## src/rtl/i2s_tx_if.sv

```systemverilog
// Bus-side bundle for i2s_tx: FIFO write port, status, configuration and serial pins.
// With I2S_TX_UNDERFLOW_EN defined, also carries the sticky underflow flag and its clear.
interface i2s_tx_if #(
  parameter int FIFO_AW = 4
);
  logic              fifo_wr;
  logic [31:0]       fifo_wdata;
  logic [FIFO_AW:0]  fifo_level_threshold;
  logic              fifo_full;
  logic              fifo_empty;
  logic [FIFO_AW:0]  fifo_level;
  logic              fifo_level_below;
  logic [4:0]        sample_size;
  logic [7:0]        sck_prescaler;
  logic [1:0]        channels;
  logic              en;
  logic              sdo;
  logic              ws;
  logic              sck;
`ifdef I2S_TX_UNDERFLOW_EN
  logic              underflow;
  logic              underflow_clr;

  modport master (
    output fifo_wr, fifo_wdata, fifo_level_threshold, sample_size, sck_prescaler,
           channels, en, underflow_clr,
    input  fifo_full, fifo_empty, fifo_level, fifo_level_below, sdo, ws, sck, underflow
  );

  modport slave (
    input  fifo_wr, fifo_wdata, fifo_level_threshold, sample_size, sck_prescaler,
           channels, en, underflow_clr,
    output fifo_full, fifo_empty, fifo_level, fifo_level_below, sdo, ws, sck, underflow
  );
`else
  modport master (
    output fifo_wr, fifo_wdata, fifo_level_threshold, sample_size, sck_prescaler,
           channels, en,
    input  fifo_full, fifo_empty, fifo_level, fifo_level_below, sdo, ws, sck
  );

  modport slave (
    input  fifo_wr, fifo_wdata, fifo_level_threshold, sample_size, sck_prescaler,
           channels, en,
    output fifo_full, fifo_empty, fifo_level, fifo_level_below, sdo, ws, sck
  );
`endif
endinterface

```

## src/rtl/i2s_tx.sv

```systemverilog
// I2S master transmitter: sample FIFO, sck/ws generation, MSB-first Philips-timed sdo.
// Optional macro I2S_TX_UNDERFLOW_EN adds a sticky underflow flag with clear.
module i2s_tx #(
  parameter int FIFO_AW = 4
) (
  input  logic    clk,
  input  logic    rst_n,
  i2s_tx_if.slave bus
);
  // state | meaning
  // IDLE  | en low: sck/ws/sdo held 0, counters cleared, FIFO still accepts writes
  // RUN   | generating sck/ws and shifting the current slot out on sdo
  typedef enum logic {ST_IDLE = 1'b0, ST_RUN = 1'b1} state_t;

  localparam int DEPTH = 2 ** FIFO_AW;

  state_t             state_q;
  logic [7:0]         presc_q;
  logic               sck_q;
  logic               ws_q;
  logic               sdo_q;
  logic [4:0]         bit_cnt_q;
  logic [31:0]        shreg_q;

  logic [31:0]        mem_q [DEPTH];
  logic [FIFO_AW-1:0] wr_ptr_q;
  logic [FIFO_AW-1:0] rd_ptr_q;
  logic [FIFO_AW:0]   level_q;
  logic [FIFO_AW:0]   level_d;
  logic               full_q;
  logic               empty_q;

  logic               presc_tc;
  logic               bit_edge;
  logic               wrap;
  logic               load;
  logic               load_right;
  logic               slot_active;
  logic               pop;
  logic               wr_en;
  logic [31:0]        head;
  logic [31:0]        load_word;

  // A load happens on RUN entry (left slot) and on every bit_cnt wrap (slot change).
  always_comb begin
    presc_tc    = (presc_q == 8'd0);
    bit_edge    = (state_q == ST_RUN) && bus.en && presc_tc && sck_q;
    wrap        = bit_edge && (bit_cnt_q == 5'd31);
    load        = ((state_q == ST_IDLE) && bus.en) || wrap;
    load_right  = wrap && !ws_q;
    slot_active = load_right ? bus.channels[1] : bus.channels[0];
    pop         = load && slot_active && !empty_q;
    head        = mem_q[rd_ptr_q];
    load_word   = '0;
    if (pop && (bus.sample_size != 5'd0))
      load_word = head << (6'd32 - {1'b0, bus.sample_size});
  end

  always_ff @(posedge clk or negedge rst_n) begin
    if (!rst_n) begin
      state_q   <= ST_IDLE;
      presc_q   <= 8'd0;
      sck_q     <= 1'b0;
      ws_q      <= 1'b0;
      sdo_q     <= 1'b0;
      bit_cnt_q <= 5'd0;
      shreg_q   <= '0;
    end else begin
      case (state_q)
        ST_IDLE: begin
          sck_q     <= 1'b0;
          ws_q      <= 1'b0;
          sdo_q     <= 1'b0;
          bit_cnt_q <= 5'd0;
          presc_q   <= 8'd0;
          if (bus.en) begin
            state_q <= ST_RUN;
            presc_q <= bus.sck_prescaler;
            shreg_q <= load_word;
          end
        end
        ST_RUN: begin
          if (!bus.en) begin
            state_q   <= ST_IDLE;
            sck_q     <= 1'b0;
            ws_q      <= 1'b0;
            sdo_q     <= 1'b0;
            bit_cnt_q <= 5'd0;
            presc_q   <= 8'd0;
            shreg_q   <= '0;
          end else if (presc_tc) begin
            presc_q <= bus.sck_prescaler;
            sck_q   <= ~sck_q;
            if (bit_edge) begin
              bit_cnt_q <= bit_cnt_q + 5'd1;
              if (wrap) begin
                ws_q    <= ~ws_q;
                sdo_q   <= 1'b0;
                shreg_q <= load_word;
              end else begin
                sdo_q   <= shreg_q[31];
                shreg_q <= {shreg_q[30:0], 1'b0};
              end
            end
          end else begin
            presc_q <= presc_q - 8'd1;
          end
        end
        default: state_q <= ST_IDLE;
      endcase
    end
  end

  always_comb begin
    wr_en   = bus.fifo_wr && !full_q;
    level_d = level_q;
    case ({wr_en, pop})
      2'b10:   level_d = level_q + 1'b1;
      2'b01:   level_d = level_q - 1'b1;
      default: level_d = level_q;
    endcase
  end

  always_ff @(posedge clk) begin
    if (wr_en)
      mem_q[wr_ptr_q] <= bus.fifo_wdata;
  end

  // level never exceeds DEPTH, so its MSB alone marks full.
  always_ff @(posedge clk or negedge rst_n) begin
    if (!rst_n) begin
      wr_ptr_q <= '0;
      rd_ptr_q <= '0;
      level_q  <= '0;
      full_q   <= 1'b0;
      empty_q  <= 1'b1;
    end else begin
      if (wr_en)
        wr_ptr_q <= wr_ptr_q + 1'b1;
      if (pop)
        rd_ptr_q <= rd_ptr_q + 1'b1;
      level_q <= level_d;
      full_q  <= level_d[FIFO_AW];
      empty_q <= (level_d == '0);
    end
  end

`ifdef I2S_TX_UNDERFLOW_EN
  logic underflow_q;

  always_ff @(posedge clk or negedge rst_n) begin
    if (!rst_n)
      underflow_q <= 1'b0;
    else if (load && slot_active && empty_q)
      underflow_q <= 1'b1;
    else if (bus.underflow_clr)
      underflow_q <= 1'b0;
  end

  assign bus.underflow = underflow_q;
`endif

  assign bus.sck              = sck_q;
  assign bus.ws               = ws_q;
  assign bus.sdo              = sdo_q;
  assign bus.fifo_level       = level_q;
  assign bus.fifo_full        = full_q;
  assign bus.fifo_empty       = empty_q;
  assign bus.fifo_level_below = (level_q < bus.fifo_level_threshold);
endmodule

```

## src/flat_wrapper.sv

```systemverilog
// flat-port wrapper written by rule: the top's interface ports become plain ports
module i2s_tx_flat 
#(
  parameter int FIFO_AW = 4
)
  (clk, rst_n, bus_fifo_wr, bus_fifo_wdata, bus_fifo_level_threshold, bus_sample_size, bus_sck_prescaler, bus_channels, bus_en, bus_fifo_full, bus_fifo_empty, bus_fifo_level, bus_fifo_level_below, bus_sdo, bus_ws, bus_sck);
  i2s_tx_if #(.FIFO_AW(FIFO_AW)) bus_i ();
  input  logic clk;
  input  logic rst_n;
  input wire logic [$bits(bus_i.fifo_wr)-1:0] bus_fifo_wr;
  input wire logic [$bits(bus_i.fifo_wdata)-1:0] bus_fifo_wdata;
  input wire logic [$bits(bus_i.fifo_level_threshold)-1:0] bus_fifo_level_threshold;
  input wire logic [$bits(bus_i.sample_size)-1:0] bus_sample_size;
  input wire logic [$bits(bus_i.sck_prescaler)-1:0] bus_sck_prescaler;
  input wire logic [$bits(bus_i.channels)-1:0] bus_channels;
  input wire logic [$bits(bus_i.en)-1:0] bus_en;
  output wire logic [$bits(bus_i.fifo_full)-1:0] bus_fifo_full;
  output wire logic [$bits(bus_i.fifo_empty)-1:0] bus_fifo_empty;
  output wire logic [$bits(bus_i.fifo_level)-1:0] bus_fifo_level;
  output wire logic [$bits(bus_i.fifo_level_below)-1:0] bus_fifo_level_below;
  output wire logic [$bits(bus_i.sdo)-1:0] bus_sdo;
  output wire logic [$bits(bus_i.ws)-1:0] bus_ws;
  output wire logic [$bits(bus_i.sck)-1:0] bus_sck;
  assign bus_i.fifo_wr = bus_fifo_wr;
  assign bus_i.fifo_wdata = bus_fifo_wdata;
  assign bus_i.fifo_level_threshold = bus_fifo_level_threshold;
  assign bus_i.sample_size = bus_sample_size;
  assign bus_i.sck_prescaler = bus_sck_prescaler;
  assign bus_i.channels = bus_channels;
  assign bus_i.en = bus_en;
  assign bus_fifo_full = bus_i.fifo_full;
  assign bus_fifo_empty = bus_i.fifo_empty;
  assign bus_fifo_level = bus_i.fifo_level;
  assign bus_fifo_level_below = bus_i.fifo_level_below;
  assign bus_sdo = bus_i.sdo;
  assign bus_ws = bus_i.ws;
  assign bus_sck = bus_i.sck;
  i2s_tx #(.FIFO_AW(FIFO_AW)) u_core (.clk(clk), .rst_n(rst_n), .bus(bus_i));
endmodule
```

## config.mk

```make
export PLATFORM = sky130hd
export DESIGN_NAME = i2s_tx_flat
export DESIGN_NICKNAME = d
export VERILOG_FILES = /design/src/rtl/i2s_tx_if.sv /design/src/rtl/i2s_tx.sv /design/src/flat_wrapper.sv
export SDC_FILE = /design/constraint.sdc
export NUM_CORES = 1
export LEC_CHECK = 0
export ABC_AREA = 1
export BUFFER_PORTS_ARGS = -buffer_cell sky130_fd_sc_hd__buf_2
export CAP_MARGIN = 10
export CORE_AREA = 2 2 296 298
export DETAILED_ROUTE_END_ITERATION = 16
export DIE_AREA = 0 0 298 300
export PLACE_DENSITY = 0.48
export RECOVER_POWER = 100
export SYNTH_ARGS = -nofsm -noshare
export SYNTH_HDL_FRONTEND = slang
export SYNTH_SLANG_ARGS = --single-unit
```

## constraint.sdc

```tcl
create_clock -name clk -period 7.9 [get_ports clk]
set_input_delay 1.58 -clock clk [delete_from_list [all_inputs] [get_ports clk]]
set_output_delay 1.58 -clock clk [all_outputs]
set_load 0.01 [all_outputs]
```

After elaboration in Yosys (flattened, before gate mapping)
Memories as Yosys holds them, arrays and structs flattened.
Cells that the tools add are included.
{"block": "totals", "n_memories": 1, "ramBits": 512, "latch_bits": 0, "wordCells": 85, "output_inout_bits": 11, "ff_bits": 64, "rom_bits": 0}
{"block": "classes", "n_eq_ne": 7, "bitwise_logic": 3, "reduce_logical": 20, "order_cmp": 1, "muxes": 33, "div": 0, "addsub": 7, "shifts": 1, "multipliers": 0}
{"memory": "u_core.mem_q", "words": 16, "word_bits": 32, "read_ports": 1, "rd_clocked_by_memory_dff": 0, "wr": 1, "line": "i2s_tx.sv:25", "rtl": "logic [31:0] mem_q [DEPTH];"}
{"operator": "2-to-1 mux 32 bit", "n": 6}
{"operator": "one-hot mux 32 bit (2 select lines)", "n": 1}
{"operator": "left shift 32 x 6 -> 32 bit", "n": 1}
{"operator": "2-to-1 mux 8 bit", "n": 3}
{"operator": "one-hot mux 5 bit (2 select lines)", "n": 2}
{"operator": "one-hot mux 8 bit (2 select lines)", "n": 1}
{"operator": "2-to-1 mux 5 bit", "n": 3}
{"operator": "2-to-1 mux 1 bit", "n": 14}
{"operator": "adder 5 x 1 -> 5 bit, second input constant", "n": 2}
{"operator": "logical AND 1 bit", "n": 10}
{"operator": "inequality test 3 bit, second input constant", "n": 3}
{"operator": "adder 4 x 1 -> 4 bit, second input constant", "n": 2}
{"operator": "zero test 8 bit", "n": 1}
{"operator": "subtractor 8 x 1 -> 8 bit, second input constant", "n": 1}
{"operator": "one-hot mux 1 bit (2 select lines)", "n": 3}
{"operator": "AND reduction 3 bit", "n": 2}
{"operator": "subtractor 6 x 5 -> 6 bit, first input constant", "n": 1}
{"operator": "== test 5 bit, second input constant", "n": 1}
{"operator": "zero test 5 bit", "n": 1}
{"operator": "less-than comparator 5 bit", "n": 1}
{"operator": "nonzero test 5 bit", "n": 1}
{"operator": "subtractor 5 x 1 -> 5 bit, second input constant", "n": 1}
{"operator": "zero test 1 bit", "n": 3}
{"operator": "inverter 1 bit", "n": 3}
{"operator": "5 further kinds", "n": 5}

Logic depth before layout (Yosys ltp)
{"block": "logic_depth", "word_depth": 15, "mapped_depth": 20, "mapped_depth_nobuf": 20}

Worst setup path after synthesis
OpenSTA, ideal clock, no wires.
{"block": "synth_path", "path_type": "input port to output port", "start": "input bus_fifo_level_threshold[2]", "end": "output bus_fifo_level_below", "arrival_ps": 2688, "stages": 5, "path_buffers": 0, "setup_slack_ps": 3632, "required_time_ps": 6320, "path_cell_list": "inv_1 ha_1 a21oi_1 nor2_1 a2111oi_0"}
{"block": "synth_between", "elab_chain_len": 1}
{"item": "from (decl)", "line": "flat_wrapper.sv:12", "rtl": "input wire logic [$bits(bus_i.fifo_level_threshold)-1:0] bus_fifo_level_threshold;"}
{"item": "less-than comparator 5 bit", "line": "i2s_tx.sv:169", "rtl": "assign bus.fifo_level_below = (level_q < bus.fifo_level_threshold);"}
{"item": "to (decl)", "line": "flat_wrapper.sv:20", "rtl": "output wire logic [$bits(bus_i.fifo_level_below)-1:0] bus_fifo_level_below;"}
Every way passes these cells.

Worst setup path in the final report
{"block": "layout_path", "start": "input bus_sample_size[0]", "end": "register u_core.shreg_q[22]"}
{"block": "layout_between", "elab_chain_len": 8}
{"item": "from (decl)", "line": "flat_wrapper.sv:13", "rtl": "input wire logic [$bits(bus_i.sample_size)-1:0] bus_sample_size;"}
{"item": "subtractor 6 x 5 -> 6 bit or nonzero test 5 bit (tied branches)", "line": "i2s_tx.sv:56, i2s_tx.sv:55"}
{"item": "left shift 32 x 6 -> 32 bit or logical AND 1 bit (tied branches)", "line": "i2s_tx.sv:56, i2s_tx.sv:55"}
{"item": "2-to-1 mux 32 bit (*)", "line": "i2s_tx.sv:55", "rtl": "if (pop && (bus.sample_size != 5'd0))"}
{"item": "2-to-1 mux 32 bit", "line": "i2s_tx.sv:96", "rtl": "if (wrap) begin"}
{"item": "2-to-1 mux 32 bit", "line": "i2s_tx.sv:94", "rtl": "if (bit_edge) begin"}
{"item": "2-to-1 mux 32 bit", "line": "i2s_tx.sv:91", "rtl": "end else if (presc_tc) begin"}
{"item": "2-to-1 mux 32 bit", "line": "i2s_tx.sv:83", "rtl": "if (!bus.en) begin"}
{"item": "one-hot mux 32 bit (2 select lines) (*)", "line": "i2s_tx.sv:69", "rtl": "case (state_q)"}
{"item": "to (signal assigned)", "line": "i2s_tx.sv:79", "rtl": "shreg_q <= load_word;"}
{"item": "to (signal assigned)", "line": "i2s_tx.sv:99", "rtl": "shreg_q <= load_word;"}
{"item": "to (signal assigned)", "line": "i2s_tx.sv:102", "rtl": "shreg_q <= {shreg_q[30:0], 1'b0};"}
{"item": "to (decl)", "line": "i2s_tx.sv:23", "rtl": "logic [31:0] shreg_q;"}
Mark *: on every way between the ends. The rest lies on a longest branch, timed or not. The select of a mux whose other input is x is not followed.
A chain may end at the register's enable or synchronous reset.

==> flow_metrics.env <==
export IMPL_status="finished, violations left"
export IMPL_violations="capacitance limit, slew limit"
export IMPL_slew_limit_headroom_pct=-146.6
export IMPL_grt_ovfl_total=0
export IMPL_cts_setup_buffers=0
export IMPL_synth_most_common_cell="nand2_1"
export IMPL_antenna_found_initial=3
export IMPL_tightest_slew_ns=3.699
export IMPL_drtIter0Drc=1529
export IMPL_syn_to_final_growth_pct=13.91
export IMPL_via_per_inst=4.857
export IMPL_p_comb_share_pct=34.1
export IMPL_synth_seq_area_share_pct=65.87
export IMPL_fin_crit_ns=5.355
export IMPL_pwr_share_seq_pct=36.1
export IMPL_cts_tree="yes"
export IMPL_wire_per_inst_microns=20.41
export IMPL_synth_top_area_share_pct=59.74
export IMPL_syn_inst=2537
export IMPL_syn_area_sq_mm=0.02573
export IMPL_switching_share_pct=38.21
export IMPL_dieHeight_microns=300
export IMPL_layout_drive_gt1_share_pct=6.465
export IMPL_holdBufCountCts=0
export IMPL_clock_fmax_mhz=186.7
export IMPL_routed_wl_microns=76930
export IMPL_yosysUniqueCellTypes=42
export IMPL_grt_pass1_vias=17660
export IMPL_fp_dieW_microns=298
export IMPL_clock_latency_ns=0.61
export IMPL_ant_nets=0
export IMPL_fillCellCount=8701
export IMPL_initial_utilization_pct=29.85
export IMPL_cp_cell_sequence="buf_2 -> buf_4 -> inv_1 -> ha_1 -> inv_1 -> nand2_1 -> nand3_1 -> a21oi_1 -> a21oi_1 -> a21oi_1"
export IMPL_cts_htree_levels=3
export IMPL_avgSynthCellArea_sq_um=10.14
export IMPL_yosysTopAreaCell="edfxtp_1"
export IMPL_clk_pin_slew_ns=0.06
export IMPL_critPathMostFrequentCell="a21oi_1"
export IMPL_grt_max_degree=162
export IMPL_multi_input_area_sq_mm=0.007530
export IMPL_cts_root_buffer="clkbuf_16"
export IMPL_dp_hpwl_microns=41390
export IMPL_crit_fanout=34
export IMPL_antennaDiodeCount=0
export IMPL_nNetsFinal=2641
export IMPL_routabilityCongestion=0.8910
export IMPL_cpPeakStageDelay_ns=1.30
export IMPL_grt_use_total_pct=17.11
export IMPL_fin_hold_ws_ns=0.4724
export IMPL_portBuffers=66
export IMPL_io_pins=67
export IMPL_clock_path_buffers=3
export IMPL_maxCapViolations=17
export IMPL_ctsResizeCount=0
export IMPL_hold_viol=0
export IMPL_synth_edff_count=512
export IMPL_drv_slew=592
export IMPL_worst_ep_required_time_ns=8.42
export IMPL_netlist_top_cells_area="edfxtp_1, nand2_1, nand3_1"
export IMPL_critPathKind="in -> reg"
export IMPL_ir_worst_vdd_uv=229.5
export IMPL_drc=0
export IMPL_p_int_mw=6.316
export IMPL_worstPathArrival_ns=5.87
export IMPL_cts_buffers=67
export IMPL_cts_sinks=575
export IMPL_synthArstFlopShare_pct=10.96
export IMPL_slowest_stage="ha_1"
export IMPL_rsz0062_at_grt="false"
export IMPL_tns_ns=0
export IMPL_setup_viol=0
export IMPL_powerDensity_mw_per_mm2=348.7
export IMPL_synthTopCellsByCount="nand2_1, edfxtp_1, nand3_1"
export IMPL_synth_fp_nets=2613
export IMPL_end_kind="flop"
export IMPL_seq_area_sq_mm=0.01696
export IMPL_dieArea_sq_mm=0.08940
export IMPL_finalCritPeriodShare_pct=67.78
export IMPL_synth_top_flop_cell="edfxtp_1"
export IMPL_startpoint_type="input pin"
export IMPL_core_sq_mm=0.08621
export IMPL_pwr_share_clk_pct=29.8
export IMPL_yosys_warnings=0
export IMPL_ys_ff_latch=575
export IMPL_vias=18310
export IMPL_p_sw_mw=3.906
export IMPL_hold_class="reg -> reg"
export IMPL_power_leakage_nw=11.24
export IMPL_firstDrtPassIters=5
export IMPL_fp_row_count=108
export IMPL_skew_ns=0.01739
export IMPL_grt_pass1_wl_microns=114900
## power by group through the flow
stage | clock network [mW] | logic [mW] | registers [mW]
2_1_floorplan | 0 | 2.32 | 3.71
3_3_place_gp | 0 | 3.49 | 3.73
3_5_place_dp | 0 | 3.52 | 3.73
4_1_cts | 3.12 | 3.53 | 3.67
5_1_grt | 3.24 | 3.90 | 3.71
6_report | 3.05 | 3.48 | 3.69
## per-stage QoR
stage	cell area [sq um]	cells	power, mW	setup WS (ns)	util (%)
after detailed placement	27310	3651	7.249	2.442	31.68
after CTS	29460	3769	10.32	3.064	34.17
final	29310	3769	10.22	2.545	34.00
after global routing	29310	3769	10.85	1.969	34.00
after global placement	27310	3651	7.216	2.613	31.68
after floorplan	25730	2537	6.029	3.632	-
## kinds of logic (layout without fill, tap and decap cells)
kind of cell               Yosys count  count (layout)  synth area share (%)
DFF                                575             575                 65.87
buffers and inverters              336             413                 5.300
AOI/OAI and AO/OA                  219             219                 4.614
adders and majority gates           20              20                 1.002
and+or+nand+nor                   1370            1370                 22.63
xor gates and xnor gates            17              17                0.5786
## worst max-delay path, delay by kind of cell
family	cells	cell delay, ns
adders and majority gates	1	1.30
buffers and inverters	4	1.81
and+or+nand+nor	2	0.46
AOI/OAI and AO/OA	3	0.69
## worst paths after layout
kind / startpoint / endpoint / slack, ns / cells after the start
worst max-delay path: bus_sample_size[0] / u_core.shreg_q[22]$_DFFE_PN0P_ / 2.55 / 10
worst min-delay path: u_core.presc_q[0]$_DFF_PN0_ / u_core.presc_q[0]$_DFF_PN0_ / 0.47 / 1
worst max register to register: u_core.bus.fifo_full$_DFF_PN0_ / u_core.mem_q[15][6]$_DFFE_PP_ / 3.71 / 6
worst min register to register: u_core.presc_q[0]$_DFF_PN0_ / u_core.presc_q[0]$_DFF_PN0_ / 0.47 / 1
max in group asynchronous: rst_n / u_core.rd_ptr_q[0]$_DFFE_PN0P_ / 2.95 / 2
min in group asynchronous: rst_n / u_core.shreg_q[3]$_DFFE_PN0P_ / 2.36 / 2
## state kept, by name (all words and copies together) (netlist names)
register and count:
u_core.bus.sck 1, u_core.presc_q 8, u_core.wr_ptr_q 4, u_core.shreg_q 32, u_core.bus.ws 1, u_core.mem_q 512, u_core.state_q 1, u_core.bus.sdo 1
u_core.bus.fifo_full 1, u_core.bit_cnt_q 5, u_core.bus.fifo_empty 1, u_core.bus.fifo_level 4, u_core.rd_ptr_q 4
## final cells by class
| cell class | instances | area share [%] |
|---|---|---|
| clock buffer | 90 | 6.228 |
| clock inverter | 28 | 1.088 |
| inverter | 192 | 2.501 |
| multi-input combinational | 1626 | 25.69 |
| sequential | 575 | 57.85 |
| tap | 1155 | 4.930 |
| timing repair buffer | 103 | 1.712 |
## routing by layer
layer / vias up / GRT usage [%] / share of wire, %
met1: 8968 / 22.78 / 45
met2: 503 / 28.18 / 47
met4: 6 / 5.911 / 3.0
met5: - / 0 / 0.042
met3: 123 / 2.984 / 5.2
li1: 8705 / - / -
## placed cells by master (no fill, tap or decap), drive strengths merged
master    instances
o211ai           17
nor4              2
clkbuf          151
or2               4
bufinv            6
xor2             12
inv             195
nor2            232
clkinv           18
a211oi            1
a22o              2
a32o              1
ha               19
o31ai             1
a2111oi           1
nand3           462
xnor2             5
nand4            10
fa                1
buf              42
a22oi             1
a21oi            40
a31oi             9
nand2           655
o21ai           144
dfrtp            62
o21bai            1
nor3              4
edfxtp          512
o22a              1
nand3b            1
clkinvlp          1
dfstp             1
No activity file was read; power rests on OpenSTA's default activity.
